### src/rtl/regfile_2r1w_sb_pkg.sv
// rtl/regfile_2r1w_sb_pkg.sv - shared register-file defaults, architectural indices and address helper
package regfile_2r1w_sb_pkg;

  localparam int unsigned RF_WIDTH = 16;
  localparam int unsigned RF_DEPTH = 8;

  localparam logic [31:0] REG_ZERO = 32'd0;

  // True when addr names a real entry that can hold data (and be marked busy).
  function automatic logic addr_ok(input logic [31:0] addr, input int unsigned depth,
                                   input logic zero_reg);
    return (addr < depth) && !(zero_reg && (addr == REG_ZERO));
  endfunction

endpackage

### src/rtl/regfile_rd_port.sv
// rtl/regfile_rd_port.sv - one registered read port with range check, zero mask and write bypass
module regfile_rd_port
  import regfile_2r1w_sb_pkg::*;
#(
  parameter int unsigned WIDTH    = RF_WIDTH,
  parameter int unsigned DEPTH    = RF_DEPTH,
  parameter bit          ZERO_REG = 1'b1,
  parameter bit          BYPASS   = 1'b1,
  localparam int         AW       = $clog2(DEPTH)
) (
  input  logic                         clk,
  input  logic                         rst,
  input  logic                         re,
  input  logic [AW-1:0]                raddr,
  input  logic [DEPTH-1:0][WIDTH-1:0]  mem,
  input  logic                         we_ok,
  input  logic [AW-1:0]                waddr,
  input  logic [WIDTH-1:0]             wdata,
  output logic [WIDTH-1:0]             rdata
);

  logic             rd_ok;
  logic [WIDTH-1:0] rdata_d;
  logic [WIDTH-1:0] rdata_q;

  always_comb begin
    rd_ok   = addr_ok(32'(raddr), DEPTH, ZERO_REG);
    rdata_d = rdata_q;
    if (rst) begin
      rdata_d = '0;
    end else if (re) begin
      if (!rd_ok) begin
        rdata_d = '0;
      end else if (BYPASS && we_ok && (waddr == raddr)) begin
        // we_ok already excludes dropped writes, so only real writes forward
        rdata_d = wdata;
      end else begin
        rdata_d = mem[raddr];
      end
    end
  end

  always_ff @(posedge clk) begin
    rdata_q <= rdata_d;
  end

  assign rdata = rdata_q;

endmodule

### src/rtl/regfile_2r1w_sb.sv
// rtl/regfile_2r1w_sb.sv - 2-read/1-write register file with per-entry busy scoreboard
module regfile_2r1w_sb
  import regfile_2r1w_sb_pkg::*;
#(
  parameter int unsigned WIDTH    = RF_WIDTH,
  parameter int unsigned DEPTH    = RF_DEPTH,
  parameter bit          ZERO_REG = 1'b1,
  parameter bit          BYPASS   = 1'b1,
  localparam int         AW       = $clog2(DEPTH)
) (
  input  logic             clk,
  input  logic             rst,
  input  logic             we,
  input  logic [AW-1:0]    waddr,
  input  logic [WIDTH-1:0] wdata,
  input  logic             re_a,
  input  logic [AW-1:0]    raddr_a,
  output logic [WIDTH-1:0] rdata_a,
  input  logic             re_b,
  input  logic [AW-1:0]    raddr_b,
  output logic [WIDTH-1:0] rdata_b,
  input  logic             bset,
  input  logic [AW-1:0]    baddr,
  output logic             busy_a,
  output logic             busy_b,
  output logic [DEPTH-1:0] busy_vec
);

  logic [DEPTH-1:0][WIDTH-1:0] mem_d;
  logic [DEPTH-1:0][WIDTH-1:0] mem_q;
  logic [DEPTH-1:0]            busy_d;
  logic [DEPTH-1:0]            busy_q;
  logic                        we_ok;
  logic                        bset_ok;

  always_comb begin
    we_ok   = we && addr_ok(32'(waddr), DEPTH, ZERO_REG);
    bset_ok = bset && addr_ok(32'(baddr), DEPTH, ZERO_REG);
    mem_d   = mem_q;
    busy_d  = busy_q;
    if (rst) begin
      mem_d  = '0;
      busy_d = '0;
    end else begin
      if (we_ok) begin
        mem_d[waddr]  = wdata;
        busy_d[waddr] = 1'b0;
      end
      // Applied after the clear: a newly issued producer outranks the completing write
      if (bset_ok) begin
        busy_d[baddr] = 1'b1;
      end
    end
  end

  always_ff @(posedge clk) begin
    mem_q  <= mem_d;
    busy_q <= busy_d;
  end

  always_comb begin
    busy_vec = busy_q;
    busy_a   = addr_ok(32'(raddr_a), DEPTH, 1'b0) ? busy_q[raddr_a] : 1'b0;
    busy_b   = addr_ok(32'(raddr_b), DEPTH, 1'b0) ? busy_q[raddr_b] : 1'b0;
  end

  regfile_rd_port #(
    .WIDTH   (WIDTH),
    .DEPTH   (DEPTH),
    .ZERO_REG(ZERO_REG),
    .BYPASS  (BYPASS)
  ) u_rd_a (
    .clk  (clk),
    .rst  (rst),
    .re   (re_a),
    .raddr(raddr_a),
    .mem  (mem_q),
    .we_ok(we_ok),
    .waddr(waddr),
    .wdata(wdata),
    .rdata(rdata_a)
  );

  regfile_rd_port #(
    .WIDTH   (WIDTH),
    .DEPTH   (DEPTH),
    .ZERO_REG(ZERO_REG),
    .BYPASS  (BYPASS)
  ) u_rd_b (
    .clk  (clk),
    .rst  (rst),
    .re   (re_b),
    .raddr(raddr_b),
    .mem  (mem_q),
    .we_ok(we_ok),
    .waddr(waddr),
    .wdata(wdata),
    .rdata(rdata_b)
  );

endmodule

### config.mk
export PLATFORM = sky130hd
export DESIGN_NAME = regfile_2r1w_sb
export DESIGN_NICKNAME = d
export VERILOG_FILES = /design/src/rtl/regfile_2r1w_sb_pkg.sv /design/src/rtl/regfile_rd_port.sv /design/src/rtl/regfile_2r1w_sb.sv
export SDC_FILE = /design/constraint.sdc
export NUM_CORES = 1
export LEC_CHECK = 0
export CELL_PAD_IN_SITES_DETAIL_PLACEMENT = 1
export CELL_PAD_IN_SITES_GLOBAL_PLACEMENT = 1
export CORE_ASPECT_RATIO = 2
export CORE_UTILIZATION = 42
export CTS_BUF_LIST = sky130_fd_sc_hd__clkbuf_8
export DETAILED_ROUTE_END_ITERATION = 7
export PLACE_DENSITY = 0.89
export SLEW_MARGIN = 10
export SYNTH_ARGS = -nofsm -noshare
export SYNTH_HDL_FRONTEND = slang
export SYNTH_SLANG_ARGS = --single-unit
### constraint.sdc
create_clock -name clk -period 2 [get_ports clk]
set_input_delay 0.4 -clock clk [delete_from_list [all_inputs] [get_ports clk]]
set_output_delay 0.4 -clock clk [all_outputs]
set_load 0.01 [all_outputs]
-- Word level (Yosys, flattened, before mapping)
Index checks and enable logic that the tools add are counted.
- bits in registers: 168
- bits of input ports: 34
- output and inout port bits: 42
- logic and storage cells: 56
- order comparisons: 6
- equality and inequality tests: 2
- muxes and demuxes: 22
- bitwise operators: 3
- reductions and logical operators: 12
- operators by type and width (cell ; count):
    bitwise mux 128 bit ; 1
    2-to-1 mux 16 bit ; 7
    binary-select mux 16 bit (select 3 bit) ; 2
    demux 16 bit (select 3 bit) ; 1
    2-to-1 mux 8 bit ; 3
    less-than comparator 3 x 4 -> 1 bit (second input constant) ; 4
    zero test 3 bit ; 4
    bitwise AND 8 bit ; 1
    NOT 8 bit ; 1
    OR 8 bit ; 1
    binary-select mux 1 bit (select 3 bit) ; 2
    demux 1 bit (select 3 bit) ; 2
    equality test 3 bit ; 2
    greater-or-equal comparator 3 x 1 -> 1 bit (second input constant) ; 2
    logical AND 1 bit ; 6
    2-to-1 mux 1 bit ; 4
    zero test 1 bit ; 2

-- Longest topological paths before layout
Gate-level depths: netlist of run 1.
- word-level depth: 10
- depth in mapped cells: 7
- mapped depth without buffers: 4

-- Cells and area by module
From an unflattened synthesis of run 1, not the netlist that was laid out.
- cells, all modules: 844
- area total of the unflattened synthesis: 8394.3 um2
- modules (own cells, without submodules) (module ; instances ; cells each ; area each (um2) ; seq. area each (um2)):
    regfile_2r1w_sb ; 1 ; 572 ; 5021.1 ; 2722.6
    regfile_rd_port ; 2 ; 136 ; 1686.6 ; 320.3

-- Worst setup path after synthesis of run 1
OpenSTA, ideal clock, no wires.
- path type: input port to output port
- start: input port raddr_b[0]
- end: output port busy_b
- arrival: 1.678 ns
- data required time: 1.600 ns
- slack: -0.078 ns
- stages: 4
- path buffers: 2
- cell sequence: buf_4 buf_2 mux4_2 mux2_2
- word-level cells in the longest chain between the ends: 2
- RTL lines (what ; RTL line ; RTL):
    start: declaration ; regfile_2r1w_sb.sv:20 ; input logic [AW-1:0] raddr_b,
    binary-select mux 1 bit (select 3 bit) ; regfile_2r1w_sb.sv:64 ; busy_b = addr_ok(32'(raddr_b), DEPTH, 1'b0) ? busy_q[raddr_b] : 1'b0;
    2-to-1 mux 1 bit (implied by the code) ; regfile_2r1w_sb.sv:64 ;
    end: declaration ; regfile_2r1w_sb.sv:25 ; output logic busy_b,
Every way passes these cells. The select of a mux whose other input is x is not followed.

-- Worst setup path after layout of run 1
- start: register busy_q[3] (netlist: busy_vec[3])
- end: output port busy_b
- word-level cells in the longest chain between the ends: 2
- RTL lines (what ; RTL line ; RTL):
    start: declaration ; regfile_2r1w_sb.sv:32 ; logic [DEPTH-1:0] busy_q;
    start signal: assignment ; regfile_2r1w_sb.sv:58 ; busy_q <= busy_d;
    binary-select mux 1 bit (select 3 bit) ; regfile_2r1w_sb.sv:64 ;
    2-to-1 mux 1 bit (implied by the code) ; regfile_2r1w_sb.sv:64 ;
Every way passes these cells. The select of a mux whose other input is x is not followed.

==> impl.org, run 1 <==
** Status
- The run finished, with violations left.
- Violated checks :: setup timing

** Global routing
- Pin count of the biggest net entering global routing :: 115
- The first global-routing pass estimated 48510 µm of wire.
- Via count of the first global-routing pass :: 8334
- Overall track demand over capacity in global routing :: 33.94%
- Summed over all layers, the global routing overflow is 0.
- The initial antenna violation count came to 0.

** CTS
- Buffer levels on the longest clock path :: 2
- Clock tree root driver cell :: sky130_fd_sc_hd__clkbuf_8
- The later pin in the worst-skew pair is clocked with a latency of 0.49 ns.
- For this design, the CTS-stage hold fixing added 0 buffers.
- After clock tree synthesis, the clock-pin slew on the worst setup and hold paths is 0.09 ns.
- The H-tree was split into 4 levels.
- TritonCTS clock tree :: built
- Number of clock sinks seen by CTS :: 168
- TritonCTS created 17 clock buffers.
- Post-CTS timing repair inserted 0 buffers for setup.

** Routing
- Count of antenna-violating nets left after detailed routing :: 0
- Dividing the detail-routed wire length by the instance count gives 27.06 µm.
- Via count :: 7614
- The final layout contains routed wiring with a total length of 32280 µm.
- For this block, the initial DRC count from the detailed router was 475.
- For this run, design rule violations remaining after detail routing come to 0.
- Iteration count of the initial detailed-routing pass :: 5
- Per-cell via count in the routed design :: 6.382

** Hold path
- The path class of the tightest hold or removal check is in2reg.

** Logic synthesis
- After synthesis, the cell types taking the most area are sky130_fd_sc_hd__dfxtp_1, sky130_fd_sc_hd__mux4_2, sky130_fd_sc_hd__nand2_1, sky130_fd_sc_hd__a21oi_1, sky130_fd_sc_hd__a221o_1.
- The share of the Yosys chip area taken by registers is 41.80%.
- Average cell area after synthesis :: 9.752 µm²
- The share of synthesized area in the top cell type comes to 41.80%.
- Number of nets produced by synthesis :: 859
- The synthesized design spends more area on one cell type than any other, namely sky130_fd_sc_hd__dfxtp_1.
- Total standard cell area after synthesis :: 0.008045 mm²
- Flops & latches, synth :: 168
- Number of unique standard cell types used by synthesis :: 32
- Gate count of the mapped netlist :: 825
- Warning count from the yosys run :: 0

** STA
- The worst path uses 105.6% of the clock period.
- Setup total negative slack on the finished layout was measured at -0.2176 ns.
- RSZ-0062 raised after global routing :: yes
- Crit path setup slack, layout :: -0.1118 ns
- Rel. slew slack :: 59.17%
- Upper clock frequency limit :: 0.4735 GHz
- Min Tclk post-route :: 2.112 ns
- Setup violations remaining at the end of the flow were counted as 2.
- The hold violation count in the final report is 0.
- The clock arrives with 0.01656 ns of skew.
- The number of slew-limit violations in the final report came to 0.
- Worst-margin pin slew :: 0.6125 ns

** Pwr
- Leakage power figure :: 3.513 nW
- In this run the power density over the cells is 687.5 mW/mm².
- IR analysis of the VDD net gives a maximum drop of 0.0004227 V.

** Critical path
- The setup check on the worst reg-to-reg path leaves a slack of 0.41 ns.
- The worst setup path is launched from a register.
- For the worst setup path, the data required time is 1.60 ns.
- Arrival time at the worst endpoint :: 1.71 ns
- CP Max Fanout :: 3
- Endpoint class of the critical path :: output port
- Crit path kind :: reg2out

** Finish
- The multi-input combinational cells in the finished layout cover a total of 0.004310 mm².
- Compared with the post-synthesis result, the final layout area differs by 23.05%.
- Share of layout cells above drive strength 1 :: 22.17%
- Registers take 0.003371 mm².
- Final instance count without filler cells :: 1193
- After the last flow step, the layout net total stands at 959.
- The filler cells instantiated in the layout total 2073.
- 0 antenna diodes ended up in the layout.

** Place
- During placement, the flow inserted port buffers numbering 75.
- The congestion estimate from routability-driven global placement came to 0.9300.
- Total half-perimeter wirelength after legalization and detailed placement :: 22760 µm
- The number of placed instances, taps included, is 1161.

** Floorplan
- The floorplan has 71 rows.
- The total area inside the core boundary comes to 0.01874 mm².
- Initial standard-cell utilization of the core :: 42.92%
- Die boundary height :: 197.7 µm
- Horizontal die dimension :: 99.87 µm
- The die covers 0.01975 mm².
- For this design the top-level I/O count stands at 76.

** Flow run
- The tool flagged a number of max-cap violations equal to 0.
-- cell usage after synthesis --
cell type and count:
sky130_fd_sc_hd__a21oi_1 113, sky130_fd_sc_hd__a221o_1 32, sky130_fd_sc_hd__a22oi_1 2, sky130_fd_sc_hd__a32oi_1 4, sky130_fd_sc_hd__and4bb_1 1, sky130_fd_sc_hd__buf_1 1
sky130_fd_sc_hd__buf_2 19, sky130_fd_sc_hd__buf_4 8, sky130_fd_sc_hd__buf_6 2, sky130_fd_sc_hd__buf_8 1, sky130_fd_sc_hd__clkbuf_1 48, sky130_fd_sc_hd__dfxtp_1 168
sky130_fd_sc_hd__inv_1 1, sky130_fd_sc_hd__mux2_2 2, sky130_fd_sc_hd__mux2i_1 32, sky130_fd_sc_hd__mux4_2 68, sky130_fd_sc_hd__nand2_1 229, sky130_fd_sc_hd__nand2b_1 3
sky130_fd_sc_hd__nand3_1 3, sky130_fd_sc_hd__nand3b_1 1, sky130_fd_sc_hd__nand4_1 2, sky130_fd_sc_hd__nor2_1 15, sky130_fd_sc_hd__nor2_8 1, sky130_fd_sc_hd__nor2b_1 23
sky130_fd_sc_hd__nor3_1 34, sky130_fd_sc_hd__nor4_4 2, sky130_fd_sc_hd__o311ai_4 1, sky130_fd_sc_hd__o31ai_4 1, sky130_fd_sc_hd__or3_1 1, sky130_fd_sc_hd__or4_4 1
sky130_fd_sc_hd__xor2_1 4, sky130_fd_sc_hd__xor2_2 2
-- cell usage in the layout, fill, tap and decap left out, types with 2 or more instances in the layout --
| cell | n |
|---|---|
| sky130_fd_sc_hd__buf_6 | 3 |
| sky130_fd_sc_hd__nor2b_1 | 23 |
| sky130_fd_sc_hd__xor2_1 | 4 |
| sky130_fd_sc_hd__clkinvlp_4 | 3 |
| sky130_fd_sc_hd__nor2_1 | 15 |
| sky130_fd_sc_hd__dfxtp_1 | 162 |
| sky130_fd_sc_hd__buf_4 | 73 |
| sky130_fd_sc_hd__nand3_1 | 3 |
| sky130_fd_sc_hd__nor4_4 | 2 |
| sky130_fd_sc_hd__nand4_1 | 2 |
| sky130_fd_sc_hd__dfxtp_2 | 6 |
| sky130_fd_sc_hd__clkinv_4 | 4 |
| sky130_fd_sc_hd__a22oi_1 | 2 |
| sky130_fd_sc_hd__inv_1 | 2 |
| sky130_fd_sc_hd__xor2_2 | 2 |
| sky130_fd_sc_hd__buf_2 | 5 |
| sky130_fd_sc_hd__inv_6 | 3 |
| sky130_fd_sc_hd__mux2i_1 | 32 |
| sky130_fd_sc_hd__a221o_1 | 32 |
| sky130_fd_sc_hd__a21oi_1 | 113 |
| sky130_fd_sc_hd__inv_8 | 2 |
| sky130_fd_sc_hd__nand2b_1 | 3 |
| sky130_fd_sc_hd__buf_12 | 11 |
| sky130_fd_sc_hd__a32oi_1 | 4 |
| sky130_fd_sc_hd__mux4_2 | 68 |
| sky130_fd_sc_hd__nand2_1 | 229 |
| sky130_fd_sc_hd__clkbuf_8 | 18 |
| sky130_fd_sc_hd__nor3_1 | 33 |
| sky130_fd_sc_hd__dlygate4sd2_1 | 2 |
| sky130_fd_sc_hd__clkdlybuf4s50_1 | 65 |
-- worst max-delay path: stages (launching register included) --
cell and delay (ns):
sky130_fd_sc_hd__dfxtp_2 0.35, sky130_fd_sc_hd__mux4_2 0.48, sky130_fd_sc_hd__mux2_4 0.30, sky130_fd_sc_hd__buf_6 0.12
-- metrics by stage --
stage | cell area, µm² | util [%] | hold WS (ns) | power, mW | setup slack (ns)
after floorplan | 8050 | - | 0.4429 | 3.987 | 0.003155
after global placement | 9497 | 50.66 | 0.4491 | 4.355 | -0.4878
after detailed placement | 9497 | 50.66 | 0.4623 | 4.395 | -0.5202
after CTS | 9894 | 52.79 | 0.1513 | 6.800 | -0.1294
after global routing | 9899 | 52.81 | 0.1739 | 6.990 | -0.1355
final | 9899 | 52.81 | 0.1674 | 6.806 | -0.1118
-- kinds of logic after synthesis --
| group | count (synthesis) | synth area share, % |
|---|---|---|
| AO/OA/AOI/OAI | 153 | 12.22 |
| multiplexers | 102 | 23.30 |
| AND/OR/NAND/NOR | 316 | 17.11 |
| flip-flops | 168 | 41.80 |
| buffers and inverters | 80 | 4.728 |
| XOR/XNOR | 6 | 0.8398 |
-- worst paths after layout --
kind	startpoint	endpoint	depth (start not counted)
max	busy_vec[3]$_SDFF_PP0_	busy_b	3
min	rst	mem_q[27]$_SDFFE_PP0P_	2
min reg2reg	mem_q[125]$_SDFFE_PP0P_	mem_q[125]$_SDFFE_PP0P_	2
max reg2reg	mem_q[33]$_SDFFE_PP0P_	u_rd_b.rdata[1]$_SDFFE_PP0P_	4
-- state kept, by name, summed over array words and instances, names as in the netlist --
register and flops:
u_rd_b.rdata 16, mem_q 128, busy_vec 8, u_rd_a.rdata 16
-- layout make-up --
cell class                      instances  area share, %
Inverter                                1        0.03792
Clock buffer                           18          2.503
Timing Repair Buffer                  160          15.23
Multi-Input combinational cell        577          43.54
Clock inverter                         14          1.416
Tap cell                              255          3.223
Sequential cell                       168          34.05
-- what timing repair did --
action                                  4_1_cts  5_1_grt
endpoints found under the setup margin       20        5
cloned                                        0        0
gates resized for setup                      18        3
-- power breakdown --
| part | internal, mW | switching [mW] |
|---|---|---|
| sequential | 3.41 | 0.0557 |
| clock | 1.05 | 1.41 |
| combinational | 0.373 | 0.518 |
-- layer usage --
layer	GRT usage, %	vias up	share of wire, %
met5	0	-	0
met2	61.07	457	54
met4	31.54	0	10
met1	31.62	3789	31
met3	6.071	216	5.5
li1	-	3152	-
(Power assumes the default switching activity.)
==> inputs of run 2 (changes only) <==
--- a/config.mk
+++ b/config.mk
@@ -8,10 +8,9 @@
 export CELL_PAD_IN_SITES_DETAIL_PLACEMENT = 1
 export CELL_PAD_IN_SITES_GLOBAL_PLACEMENT = 1
 export CORE_ASPECT_RATIO = 2
-export CORE_UTILIZATION = 42
-export CTS_BUF_LIST = sky130_fd_sc_hd__clkbuf_8
+export CORE_UTILIZATION = 40
 export DETAILED_ROUTE_END_ITERATION = 7
-export PLACE_DENSITY = 0.89
+export PLACE_DENSITY = 0.85
 export SLEW_MARGIN = 10
 export SYNTH_ARGS = -nofsm -noshare
 export SYNTH_HDL_FRONTEND = slang
==> run 2 against run 1 <==
Effect of this change:
- the flow finishes with violations (DRC, setup timing)
- global-route usage is 0.16 points higher
- clock power grew 49%
- design area rose by 4.1%
- final cell count is 1.3% higher
- critical endpoint unchanged
- largest power group is now clock
==> impl.org, run 2 (same netlist as run 1, synthesis figures left out) <==
** Routing
- Initial detailed-routing violation count :: 550 (+16%)
- Average detailed-routed wire length per instance :: 27.51 µm (+1.7%)
- DRC violations left :: 4 (+4)
- The count of vias placed by the detailed router was 7671 (+0.75%).
- Per-cell via count in the routed design :: 6.345 (-0.58%)
- Count of antenna-violating nets left after detailed routing :: 0 (unchanged)
- Post-route met1 wirelength :: 10340 µm (+4.8%)
- Detailed-routed wire length on met2 :: 17350 µm (+0.36%)
- The total length of routed met3 wires came to 1904 µm (+6.4%).
- The count of TritonRoute iterations in the first routing pass was 8 (+3).
- Top routing layer used :: met4
- Total wire length after detailed routing :: 33260 µm (+3.0%)

** Critical path
- Chain of cells forming the critical path :: mux4_2 -> mux2_4 -> buf_6
- Data required time at the worst endpoint :: 1.60 ns (about the same)
- STA classifies the critical path endpoint as an output port.
- The setup path with the least slack is of type reg2out.
- CP Max Fanout :: 3 (unchanged)
- The worst setup path is launched from a register.
- Largest stage delay on the critical path :: 0.46 ns (-0.02 ns)
- Among all stages on the critical path, the largest delay is contributed by sky130_fd_sc_hd__mux4_2.
- Arrival time at the worst endpoint :: 1.65 ns (-0.06 ns)

** STA
- The clock skew was 0.01082 ns (-0.005737 ns).
- The number of slew-limit violations in the final report was 0 (unchanged).
- The hold violation count in the final report was 0 (unchanged).
- The time the final worst path needs with I/O delays and setup is 2.051 ns (-0.06077 ns).
- The total negative slack came to -0.09367 ns (+0.1239 ns).
- The tightest slew margin relative to the limit came to 61.86% (+2.7 points).
- The worst-case setup margin in the final layout is -0.05101 ns (+0.06077 ns).
- The actual slew at the worst max-slew pin came to 0.5703 ns (-0.04215 ns).
- The number of setup violations in the final report came to 2 (unchanged).
- Hold slack final :: 0.3006 ns (+0.1332 ns)
- The peak clock frequency supported by timing is 0.4876 GHz (+3.0%).
- The share of the clock period used by the worst path after layout came to 102.6% (-3.0 points).
- RSZ-0062 raised after global routing :: yes

** Pwr
- The combinational power share is 11.5% (-1.6 points).
- Power density normalized to cell area :: 779.9 mW/mm² (+13%)
- The share of power burned in the clock network was 45.4% (+9.4 points).
- The internal power component was 5.826 mW (+21%).
- The leakage power is 3.691 nW (+5.1%).
- The switching power was 2.212 mW (+12%).
- Worst vdd ir :: 0.0004845 V (+15%)
- The register share of total power is 43.1% (-7.8 points).
- Switching share of power :: 27.52% (-1.6 points)

** Global routing
- Initial antenna violation count :: 0 (unchanged)
- The remaining global-route overflow is 0 (unchanged).
- The number of global-route vias before repair is 8542 (+2.5%).
- Pin count of the biggest net entering global routing :: 81 (-30%)
- Overall track demand over capacity in global routing :: 34.09% (+0.16 points)
- The first-pass GRT wire length was 50490 µm (+4.1%).

** CTS
- H-tree depth :: 4 (unchanged)
- The deepest clock path buffer count is 2 (unchanged).
- CTS placed an instance of sky130_fd_sc_hd__clkbuf_16 at the clock tree root.
- The sink count of the clock tree was 168 (unchanged).
- TritonCTS built the clock tree.
- Register clock-pin slew on the reported worst setup and hold paths :: 0.07 ns (-0.02 ns)
- Later-pin clock latency in the skew report :: 0.46 ns (-0.03 ns)
- Inserted Clock Buffers :: 17 (unchanged)
- CTS Hold Buffers Added :: 0 (unchanged)

** Finish
- Net count of the finished layout :: 968 (+0.94%)
- Area grow syn2layout :: 28.10%
- The library cells used most frequently in the layout, excluding fill and tap cells, are sky130_fd_sc_hd__nand2_1, sky130_fd_sc_hd__dfxtp_1, sky130_fd_sc_hd__a21oi_1.
- Leaving out fill and tap cells, the most frequent cell in the layout is sky130_fd_sc_hd__nand2_1.
- Count of inserted antenna diode cells :: 0 (unchanged)
- Largest register by flop count :: mem_q
- The final standard cell utilization of the core came to 52.00% (-0.82 points).
- Final instance count without filler cells :: 1209 (+1.3%)
- Share of layout cells above drive strength 1 :: 23.23% (+1.1 points)
- Number of flip-flops in the largest register :: 128 (unchanged)

** Place
- Post-Place Cells :: 1174 (+1.1%)
- The last weighted congestion value of the routability-driven placer came to 0.8614 (-7.4%).
- Pre-CTS setup slack :: -0.5011 ns (+0.01911 ns)
- The count of port buffers added during placement came to 75 (unchanged).
- The half-perimeter wire length of the detailed placement result came to 21590 µm (-5.2%).

** Floorplan
- The number of placement rows came to 73 (+2.8%).
- Horizontal die dimension :: 102.3 µm (+2.4%)
- The number of top-level pins came to 76 (unchanged).
- The area of the placeable core was 0.01982 mm² (+5.7%).
- The die outline area came to 0.02072 mm² (+4.9%).
- Initial standard-cell utilization of the core :: 40.59% (-2.3 points)
- Die boundary height :: 202.6 µm (+2.4%)

** Status
- The final reports fail on DRC, setup timing.
- Status :: complete, but fails checks

** Hold path
- In this run the worst hold path is classified as in2reg.

** Flow run
- Max-cap violations :: 0 (unchanged)
run 2: what timing repair did:
action / 4_1_cts / 5_1_grt
pin swaps: 3 / 0
cloned: 1 / 0
endpoints found under the setup margin: 19 / 19
setup buffers: 2 / 0
gates resized for setup: 24 / 3
run 2: critical path: cells and delay by family, from the launching register on:
family | cells | cell delay (ns)
flip-flops | 1 | 0.33
multiplexers | 2 | 0.74
buffers and inverters | 1 | 0.12
run 2: metal layers:
metal / vias to the layer above / GRT usage (%)
met2: 454 / 58.20
met5: - / 0
met4: 0 / 33.52
li1: 3176 / -
met3: 222 / 6.093
met1: 3819 / 33.03
run 2: worst paths after layout:
check / startpoint / end / slack [ns] / cells after the start
worst max-delay path: busy_vec[7]$_SDFF_PP0_ / busy_b / -0.05 / 3
worst min-delay path: rst / mem_q[122]$_SDFFE_PP0P_ / 0.30 / 2
worst max register to register: mem_q[84]$_SDFFE_PP0P_ / u_rd_b.rdata[4]$_SDFFE_PP0P_ / 0.25 / 4
worst min register to register: mem_q[57]$_SDFFE_PP0P_ / mem_q[57]$_SDFFE_PP0P_ / 0.48 / 2
run 2: area by class of cell:
type	count	area, µm²
Fill cell	2232	9514
Tap cell	262	327.8
Inverter	1	3.754
Clock buffer	17	425.4
Timing Repair Buffer	168	1639
Clock inverter	15	209.0
Sequential cell	168	3372
Multi-Input combinational cell	578	4329
run 2: per-stage QoR:
step | total power, mW | area (µm²)
5_1_grt | 8.219 | 10310
3_5_place_dp | 4.410 | 9613
2_1_floorplan | 3.987 | 8050
4_1_cts | 8.031 | 10300
6_report | 8.038 | 10310
3_3_place_gp | 4.379 | 9613
run 2: power by group through the flow:
stage	registers, mW	clock network (mW)	logic (mW)
6_report	3.46	3.65	0.923
4_1_cts	3.46	3.67	0.904
3_5_place_dp	3.54	0	0.874
3_3_place_gp	3.53	0	0.850
2_1_floorplan	3.52	0	0.462
5_1_grt	3.47	3.80	0.954
